===== src/rtl/instr_encoder.sv =====
// Instruction encoder: packs field-level requests into 32-bit ISA words and writes them
// sequentially into instruction memory. LI expands to LUI + LLI at consecutive addresses.
// Optional feature: define INSTR_ENC_CHECKSUM_EN to add a running XOR checksum output.
module instr_encoder #(
    parameter int unsigned ADDR_W = 8
) (
    input  logic              clk,
    input  logic              rst_n,
    input  logic              in_valid,
    output logic              in_ready,
    input  logic [5:0]        in_op,
    input  logic [4:0]        in_rd,
    input  logic [4:0]        in_rs1,
    input  logic [4:0]        in_rs2,
    input  logic [31:0]       in_imm,
    input  logic              addr_load,
    input  logic [ADDR_W-1:0] addr_load_val,
    output logic              mem_we,
    output logic [ADDR_W-1:0] mem_addr,
    output logic [31:0]       mem_wdata,
    output logic              full,
    output logic              err_illegal,
    output logic              err_range,
`ifdef INSTR_ENC_CHECKSUM_EN
    output logic [31:0]       checksum,
`endif
    output logic [ADDR_W:0]   wr_count
);

    localparam logic [5:0] OpNop  = 6'h00;
    localparam logic [5:0] OpAdd  = 6'h01;
    localparam logic [5:0] OpSub  = 6'h02;
    localparam logic [5:0] OpMul  = 6'h03;
    localparam logic [5:0] OpAnd  = 6'h04;
    localparam logic [5:0] OpOr   = 6'h05;
    localparam logic [5:0] OpJmp  = 6'h06;
    localparam logic [5:0] OpLui  = 6'h07;
    localparam logic [5:0] OpLli  = 6'h08;
    localparam logic [5:0] OpCmp  = 6'h0A;
    localparam logic [5:0] OpJeq  = 6'h0B;
    localparam logic [5:0] OpLod  = 6'h0C;
    localparam logic [5:0] OpStr  = 6'h0D;
    localparam logic [5:0] OpXor  = 6'h0E;
    localparam logic [5:0] OpXnor = 6'h0F;
    localparam logic [5:0] OpShl  = 6'h10;
    localparam logic [5:0] OpShr  = 6'h11;
    localparam logic [5:0] OpJne  = 6'h12;
    localparam logic [5:0] OpLi   = 6'h3F;

    localparam logic [ADDR_W-1:0] LastAddr = '1;

    typedef enum logic [1:0] {
        StIdle,
        StWr,
        StLi1
    } state_e;

    state_e            state_q;
    logic [ADDR_W-1:0] wptr_q;      // next address to allocate
    logic [31:0]       li_lo_q;     // pending LLI word while in StLi1

    logic        accept;
    logic [31:0] enc_word;
    logic [31:0] enc_lo_word;
    logic        enc_illegal;
    logic        enc_range;
    logic        enc_is_li;

    assign in_ready = !full && !addr_load && (state_q != StLi1);
    assign accept   = in_valid && in_ready;

    // Field packing and legality/range classification of the incoming request
    always_comb begin
        enc_word    = 32'h0;
        enc_lo_word = {OpLli, in_rd, 5'b0, in_imm[15:0]};
        enc_illegal = 1'b0;
        enc_range   = 1'b0;
        enc_is_li   = 1'b0;
        case (in_op)
            OpNop: enc_word = 32'h0;
            OpAdd, OpSub, OpMul, OpAnd, OpOr, OpXor, OpXnor, OpShl, OpShr:
                enc_word = {in_op, in_rs1, in_rs2, in_rd, 11'b0};
            OpCmp: enc_word = {in_op, in_rs1, in_rs2, 16'b0};
            OpJmp, OpJeq, OpJne: begin
                enc_word  = {in_op, in_imm[25:0]};
                enc_range = (in_imm[31:26] != 6'b0);
            end
            OpLui, OpLli: begin
                enc_word  = {in_op, in_rd, 5'b0, in_imm[15:0]};
                enc_range = (in_imm[31:16] != 16'b0);
            end
            OpLod, OpStr: enc_word = {in_op, in_rd, in_rs1, 16'b0};
            OpLi: begin
                enc_word  = {OpLui, in_rd, 5'b0, in_imm[31:16]};
                enc_is_li = 1'b1;
                // LI needs two slots; a single remaining slot cannot hold it
                enc_range = (wptr_q == LastAddr);
            end
            default: enc_illegal = 1'b1;
        endcase
    end

    // Control FSM with registered memory-write and status outputs
    always_ff @(posedge clk or negedge rst_n) begin
        if (!rst_n) begin
            state_q     <= StIdle;
            wptr_q      <= '0;
            li_lo_q     <= 32'h0;
            mem_we      <= 1'b0;
            mem_addr    <= '0;
            mem_wdata   <= 32'h0;
            full        <= 1'b0;
            err_illegal <= 1'b0;
            err_range   <= 1'b0;
            wr_count    <= '0;
        end else begin
            mem_we      <= 1'b0;
            err_illegal <= 1'b0;
            err_range   <= 1'b0;
            // When not writing, mem_addr tracks the next allocation address
            mem_addr    <= wptr_q;
            if (addr_load) begin
                // Any pending LLI is dropped; the word already on the bus completes as is
                state_q  <= StIdle;
                wptr_q   <= addr_load_val;
                mem_addr <= addr_load_val;
                full     <= 1'b0;
                wr_count <= '0;
            end else if (state_q == StLi1) begin
                state_q   <= StWr;
                mem_we    <= 1'b1;
                mem_addr  <= wptr_q;
                mem_wdata <= li_lo_q;
                wptr_q    <= wptr_q + ADDR_W'(1);
                wr_count  <= wr_count + (ADDR_W+1)'(1);
                if (wptr_q == LastAddr) full <= 1'b1;
            end else if (accept) begin
                if (enc_illegal) begin
                    state_q     <= StIdle;
                    err_illegal <= 1'b1;
                end else if (enc_range) begin
                    state_q   <= StIdle;
                    err_range <= 1'b1;
                end else begin
                    state_q   <= enc_is_li ? StLi1 : StWr;
                    li_lo_q   <= enc_lo_word;
                    mem_we    <= 1'b1;
                    mem_addr  <= wptr_q;
                    mem_wdata <= enc_word;
                    wptr_q    <= wptr_q + ADDR_W'(1);
                    wr_count  <= wr_count + (ADDR_W+1)'(1);
                    if (wptr_q == LastAddr) full <= 1'b1;
                end
            end else begin
                state_q <= StIdle;
            end
        end
    end

`ifdef INSTR_ENC_CHECKSUM_EN
    // Running XOR of every word presented on the write bus
    always_ff @(posedge clk or negedge rst_n) begin
        if (!rst_n) begin
            checksum <= 32'h0;
        end else if (addr_load) begin
            checksum <= 32'h0;
        end else if (mem_we) begin
            checksum <= checksum ^ mem_wdata;
        end
    end
`endif

endmodule


===== config.mk =====
export PLATFORM = sky130hd
export DESIGN_NAME = instr_encoder
export DESIGN_NICKNAME = d
export VERILOG_FILES = /design/src/rtl/instr_encoder.sv
export SDC_FILE = /design/constraint.sdc
export NUM_CORES = 1
export LEC_CHECK = 0
export BUFFER_PORTS_ARGS = -buffer_cell sky130_fd_sc_hd__buf_2
export CORE_MARGIN = 2
export CORE_UTILIZATION = 55
export CTS_CLUSTER_SIZE = 16
export DETAILED_ROUTE_END_ITERATION = 10
export MAX_ROUTING_LAYER = met4
export PLACE_DENSITY = 0.85
export SYNTH_ARGS = -nofsm -noshare
export SYNTH_HDL_FRONTEND = slang
export SYNTH_SLANG_ARGS = --single-unit

===== constraint.sdc =====
create_clock -name clk -period 4 [get_ports clk]
set_input_delay 0.2 -clock clk [delete_from_list [all_inputs] [get_ports clk]]
set_output_delay 0.2 -clock clk [all_outputs]
set_load 0.01 [all_outputs]

# ---- After elaboration in Yosys (flattened, before gate mapping)
# Cells that the tools add are included.
dict set report classes {
  n_addsub 2
  reduce_logical 20
  n_bitwise 3
  n_eq_ne 23
  n_mux 44
}
# op n
set op_table {}
lappend op_table {{case mux 32 bit (6 select lines)} 1}
lappend op_table {{two-way mux 32 bit} 4}
lappend op_table {{two-way mux 8 bit} 6}
lappend op_table {{two-way mux 9 bit} 5}
lappend op_table {{== test 6 x 4 -> 1 bit (second input constant)} 7}
lappend op_table {{== test 6 x 3 -> 1 bit (second input constant)} 4}
lappend op_table {{two-way mux 1 bit} 21}
lappend op_table {{OR reduction 19 bit} 1}
lappend op_table {{== test 6 x 5 -> 1 bit (second input constant)} 3}
lappend op_table {{nonzero test 16 bit} 1}
lappend op_table {{== test 6 x 2 -> 1 bit (second input constant)} 2}
lappend op_table {{two-way mux 2 bit} 6}
lappend op_table {{adder 9 x 1 -> 9 bit (second input constant)} 1}
lappend op_table {{OR reduction 9 bit} 1}
lappend op_table {{adder 8 x 1 -> 8 bit (second input constant)} 1}
lappend op_table {{== test 8 bit (second input constant)} 1}
lappend op_table {{== test 6 x 1 -> 1 bit (second input constant)} 1}
lappend op_table {{== test 6 bit (second input constant)} 1}
lappend op_table {{logical NOT 6 bit} 1}
lappend op_table {{nonzero test 3 bit} 2}
lappend op_table {{nonzero test 6 bit} 1}
lappend op_table {{AND reduction 5 bit} 1}
lappend op_table {{AND reduction 4 bit} 1}
lappend op_table {{nonzero test 2 bit} 2}
lappend op_table {{11 further kinds} 17}
dict set report totals {
  output_inout_bits 54
  inputBits 65
  reg_bits 85
}

# ---- Logic depth before layout (Yosys ltp)
dict set report depth {
  ltp_word 8
  mapped_depth 9
  ltp_nobuf 8
}

# ---- Least setup slack after synthesis
# No wires, ideal clock.
dict set report synth_timing {
  kind {input -> register}
  startpoint {input port in_imm[23]}
  endpoint {register mem_wdata[21]}
  path_stages 8
  setup_slack_ns 1.681
  arrival_time_ns 2.194
  n_path_buf 1
  setup_time_ns 0.125
  required_time_ns 3.875
  path_cell_list {or4_1 nor4_2 a2bb2oi_2 a31oi_2 or2_1 inv_2 buf_4 mux2_2}
}
dict set report synth_between {
  elab_chain_len 4
}
# item line_no
set synth_rtl {}
lappend synth_rtl {{from (decl)} 15} ;# input logic [31:0] in_imm,
lappend synth_rtl {{nonzero test 16 bit} 90} ;# enc_range = (in_imm[31:16] != 16'b0);
lappend synth_rtl {{case mux 1 bit (3 select lines)} 79} ;# case (in_op)
lappend synth_rtl {{!= test 2 x 1 -> 1 bit (no source line)} n/a}
lappend synth_rtl {{AND reduction 4 bit (no source line)} n/a}
lappend synth_rtl {{to (signal assigned)} 133} ;# mem_wdata <= li_lo_q;
lappend synth_rtl {{to (signal assigned)} 149} ;# mem_wdata <= enc_word;
lappend synth_rtl {{to (decl)} 20} ;# output logic [31:0] mem_wdata,
# Every way passes these cells.
# A chain may end at the register's enable or synchronous reset.

# ---- Final worst setup path
dict set report layout_timing {
  startpoint {input port in_op[3]}
  endpoint {register wr_count[6]}
}
dict set report layout_between {
  elab_chain_len 5
  word_cells_on_any_way 26
}
# item line_no
set layout_rtl {}
lappend layout_rtl {{from (decl)} 11} ;# input logic [5:0] in_op,
lappend layout_rtl {{== test 6 x 3 -> 1 bit (tied with other cells)} 79}
lappend layout_rtl {{OR reduction 3 bit / OR reduction 2 bit (equally long branches)} n/a}
lappend layout_rtl {{case mux 1 bit (3 select lines)} 79}
lappend layout_rtl {{!= test 3 x 2 -> 1 bit (no source line)} n/a}
lappend layout_rtl {{AND reduction 3 bit (no source line) *} n/a}
lappend layout_rtl {{to (signal assigned)} 135} ;# wr_count <= wr_count + (ADDR_W+1)'(1);
lappend layout_rtl {{to (signal assigned)} 151} ;# wr_count <= wr_count + (ADDR_W+1)'(1);
lappend layout_rtl {{to (decl)} 27} ;# output logic [ADDR_W:0] wr_count
# Every way passes the cells marked *; elsewhere a longest branch is shown, timed or not.

==> run metrics <==
Power Internal=1.43 mW; Critical Path, Cell by Cell=buf_2 -> and4_1 -> and3_1 -> a2bb2oi_1 -> a31oi_4 -> buf_4 -> nor3_1 -> mux2_2; Hold Fails Final Rpt=0; vias per cell=6.37; Seq pwr share=52.3%; non-filler cells, final=649; final setup vio count=0; Inserted Diodes=0; FF-to-FF path depth=8; min-delay worst type=in2async; startpoint class of the critical path=input port; Pleak=2.58 nW; storage element area=0.00213 sq mm; initial antenna violation count=0; unrepaired setup endpoints after global routing=no; I/O Buffers=118; multi-input logic area=0.00218 sq mm; largest net degree at the start of global routing=86; chip height=94.3 um; GR Util All Layers=28.2%; Period Utilization, post-route=70.7%; DRT iter0 DRCs=321; EDFF count, synth=0; I/O Pins=119; final max-slew violation count=0; Core Area=0.00781 sq mm; Primary FF master, synth=dfrtp_1; # rows=32; met1 Use GR=36.1%; cts hold-fix bufs=0; aggregate global routing overflow=0; setup_tns=0 ns; vias in the first global route=3941; cts repair resizes=0; Max Cap Violations=0; crit end category=flop; clock tree sinks=85; Fin Clk Skew=0.0104 ns; cell family with most CP delay=simple AND/OR/NAND/NOR gates; CP Max Fanout=26; Clock power frac=29.9%; result of the run=completed; Layout Nets=611; largest stage delay on the critical path=0.65 ns; commonest cells after routing, fill and taps aside=117 x buf_2, 85 x dfrtp_1, 38 x mux2_2; Synth Cell Area=0.00448 sq mm; Warnings, synthesis=0; flop-to-flop setup slack=1.24 ns; Synth async-reset ratio=100%; final worst path period need=2.83 ns; Setup CP Type=in2reg; Worst slew margin=30.8%; Unique masters post-synth=58; Crit path buffers/inverters=2; CTS Buf Count=9; Avg Cell Area, Syn=10.1 sq um; Combinational Power Share=17.8%; Clk pin slew, worst setup/hold paths=0.08 ns; Cells after DPL=635; commonest non-fill, non-tap cell in the layout=buf_2; maximum clock rate=353 MHz; met3 global-route usage=3.21%; Worst Path Arrival=3.06 ns; worst skew pair latency=0.34 ns; CTS tree=built; Worst path depth=8; Initial Utilization=57.4%; worst-margin pin slew=1.04 ns; Worst Path Required=4.23 ns; first-pass GRT wire length=19000 um; CTS root buf=clkbuf_8; Detailed Place HPWL=8560 um; Post-DRT Antenna Nets=0; GPL Wtd Cong=0.897; via count=4137; Syn Nets=511; Die ar.=0.00889 sq mm; Clock H-tree levels=3; clock buffer depth=2; DRC viols=0; register area share after synthesis=47.4%; Die X=94.3 um; WL final=11900 um; Post-CTS Setup Inserts=0; DR WL/cell=18.3 um; final hold slack=0.0374 ns; share of cells above drive strength 1=33.8%; number of synthesized register bits=85; switching pwr=0.538 mW; Post-Syn Instances=444; met2 usage=44.4%; first drt pass iteration count=7; Top Usage Layer GRT=met2; Pwr Density=372 mW/mm^2; Sw Share=27.4%; P&R area growth vs syn=18.1%; fillers=645; Peak VDD IR=0.234 mV; Slowest cell on crit path=and3_1
metrics by stage:
stage | cell area, sq um | setup WS [ns] | power [mW] | util [%]
floorplan | 4480 | 1.68 | 1.24 | -
CTS | 5300 | 1.25 | 1.98 | 67.8
detailed placement | 5110 | 0.887 | 1.39 | 65.4
global route | 5300 | 0.998 | 2.06 | 67.8
finish | 5300 | 1.17 | 1.97 | 67.8
global placement | 5110 | 0.980 | 1.37 | 65.4
path summary, 6_finish.rpt:
kind / from / endpoint
max reg2reg: wptr_q[1] / wr_count[6]
max: in_op[3] / wr_count[6]
min: rst_n / wr_count[3]
min in group clk: addr_load_val[2] / mem_addr[2]
max in group asynchronous: rst_n / mem_wdata[3]
min reg2reg: mem_wdata[6] / mem_wdata[6]
power groups by stage:
stage	Combinational, mW	Sequential, mW	Clock [mW]
after floorplan	0.191	1.05	0
after global placement	0.334	1.04	0
after detailed placement	0.350	1.04	0
after CTS	0.350	1.03	0.598
after global routing	0.386	1.04	0.632
final	0.350	1.03	0.588
synthesized netlist by cell type (2+ instances only):
| library cell | count | area (sq um) |
|---|---|---|
| nand4_1 | 3 | 18.8 |
| a211oi_1 | 2 | 15.0 |
| a21oi_1 | 20 | 100 |
| nor3_1 | 8 | 40.0 |
| and3_1 | 3 | 18.8 |
| dfrtp_1 | 85 | 2130 |
| or3_1 | 7 | 43.8 |
| o221a_2 | 2 | 22.5 |
| o41ai_1 | 5 | 43.8 |
| a31oi_1 | 4 | 25.0 |
| inv_1 | 7 | 26.3 |
| a21o_1 | 14 | 105 |
| clkbuf_1 | 20 | 75.1 |
| o31a_1 | 2 | 17.5 |
| a222oi_1 | 5 | 50.1 |
| nor2_1 | 34 | 128 |
| xnor2_1 | 2 | 17.5 |
| nor4_1 | 13 | 81.3 |
| nor4b_1 | 4 | 35.0 |
| o31ai_1 | 5 | 37.5 |
| and4b_1 | 2 | 20.0 |
| a221oi_1 | 11 | 96.3 |
| mux2i_1 | 3 | 30.0 |
| nand3_1 | 12 | 60.1 |
| mux2_2 | 38 | 428 |
| nand2b_1 | 6 | 37.5 |
| nor4bb_1 | 2 | 20.0 |
| a22oi_1 | 6 | 45.0 |
| buf_1 | 4 | 15.0 |
| ha_1 | 2 | 25.0 |
| or4_1 | 6 | 45.0 |
| o21a_1 | 3 | 22.5 |
| buf_2 | 9 | 45.0 |
| o21ai_0 | 28 | 140 |
| nor3b_1 | 4 | 30.0 |
| nand2_1 | 31 | 116 |
| a221o_1 | 6 | 60.1 |
| nor2b_1 | 6 | 37.5 |
logic make-up after synthesis:
| logic type | share of synthesized area, % |
|---|---|
| adder cells (fa/ha/maj) | 0.558 |
| flip-flops | 47.4 |
| multiplexers | 10.2 |
| buffers and inverters | 4.10 |
| AO/OA/AOI/OAI | 19.4 |
| AND/OR/NAND/NOR | 17.7 |
| XOR/XNOR | 0.586 |
state kept, by name, indices dropped and copies added, names as in the netlist:
| register | count |
|---|---|
| li_lo_q | 22 |
| full | 1 |
| state_q | 2 |
| err_illegal | 1 |
| mem_wdata | 32 |
| wptr_q | 8 |
| wr_count | 9 |
| mem_we | 1 |
| err_range | 1 |
| mem_addr | 8 |
metal layers:
layer / up-vias / share of wire (%)
met3: 45 / 6.2
met2: 205 / 51
li1: 1869 / -
met5: - / 0
met4: 0 / 3.6
met1: 2018 / 39
final cells by class:
type,count,share of cell area (%)
multi-input cells,316,41.3
flip-flops and latches,85,40.2
repair buffers,124,12.1
clock buffers,10,2.60
well taps,102,2.41
clock inverters,4,0.945
inverters,8,0.567
worst reg2reg max path, cell delays in order (launching register included):
cell,delay (ns)
dfrtp_1,0.41
ha_1,0.22
nand3_1,0.15
nor3_1,0.36
a2bb2oi_1,0.20
a31oi_4,0.54
buf_4,0.38
nor3_1,0.11
mux2_2,0.27
Power figures use the tool's default switching activity.
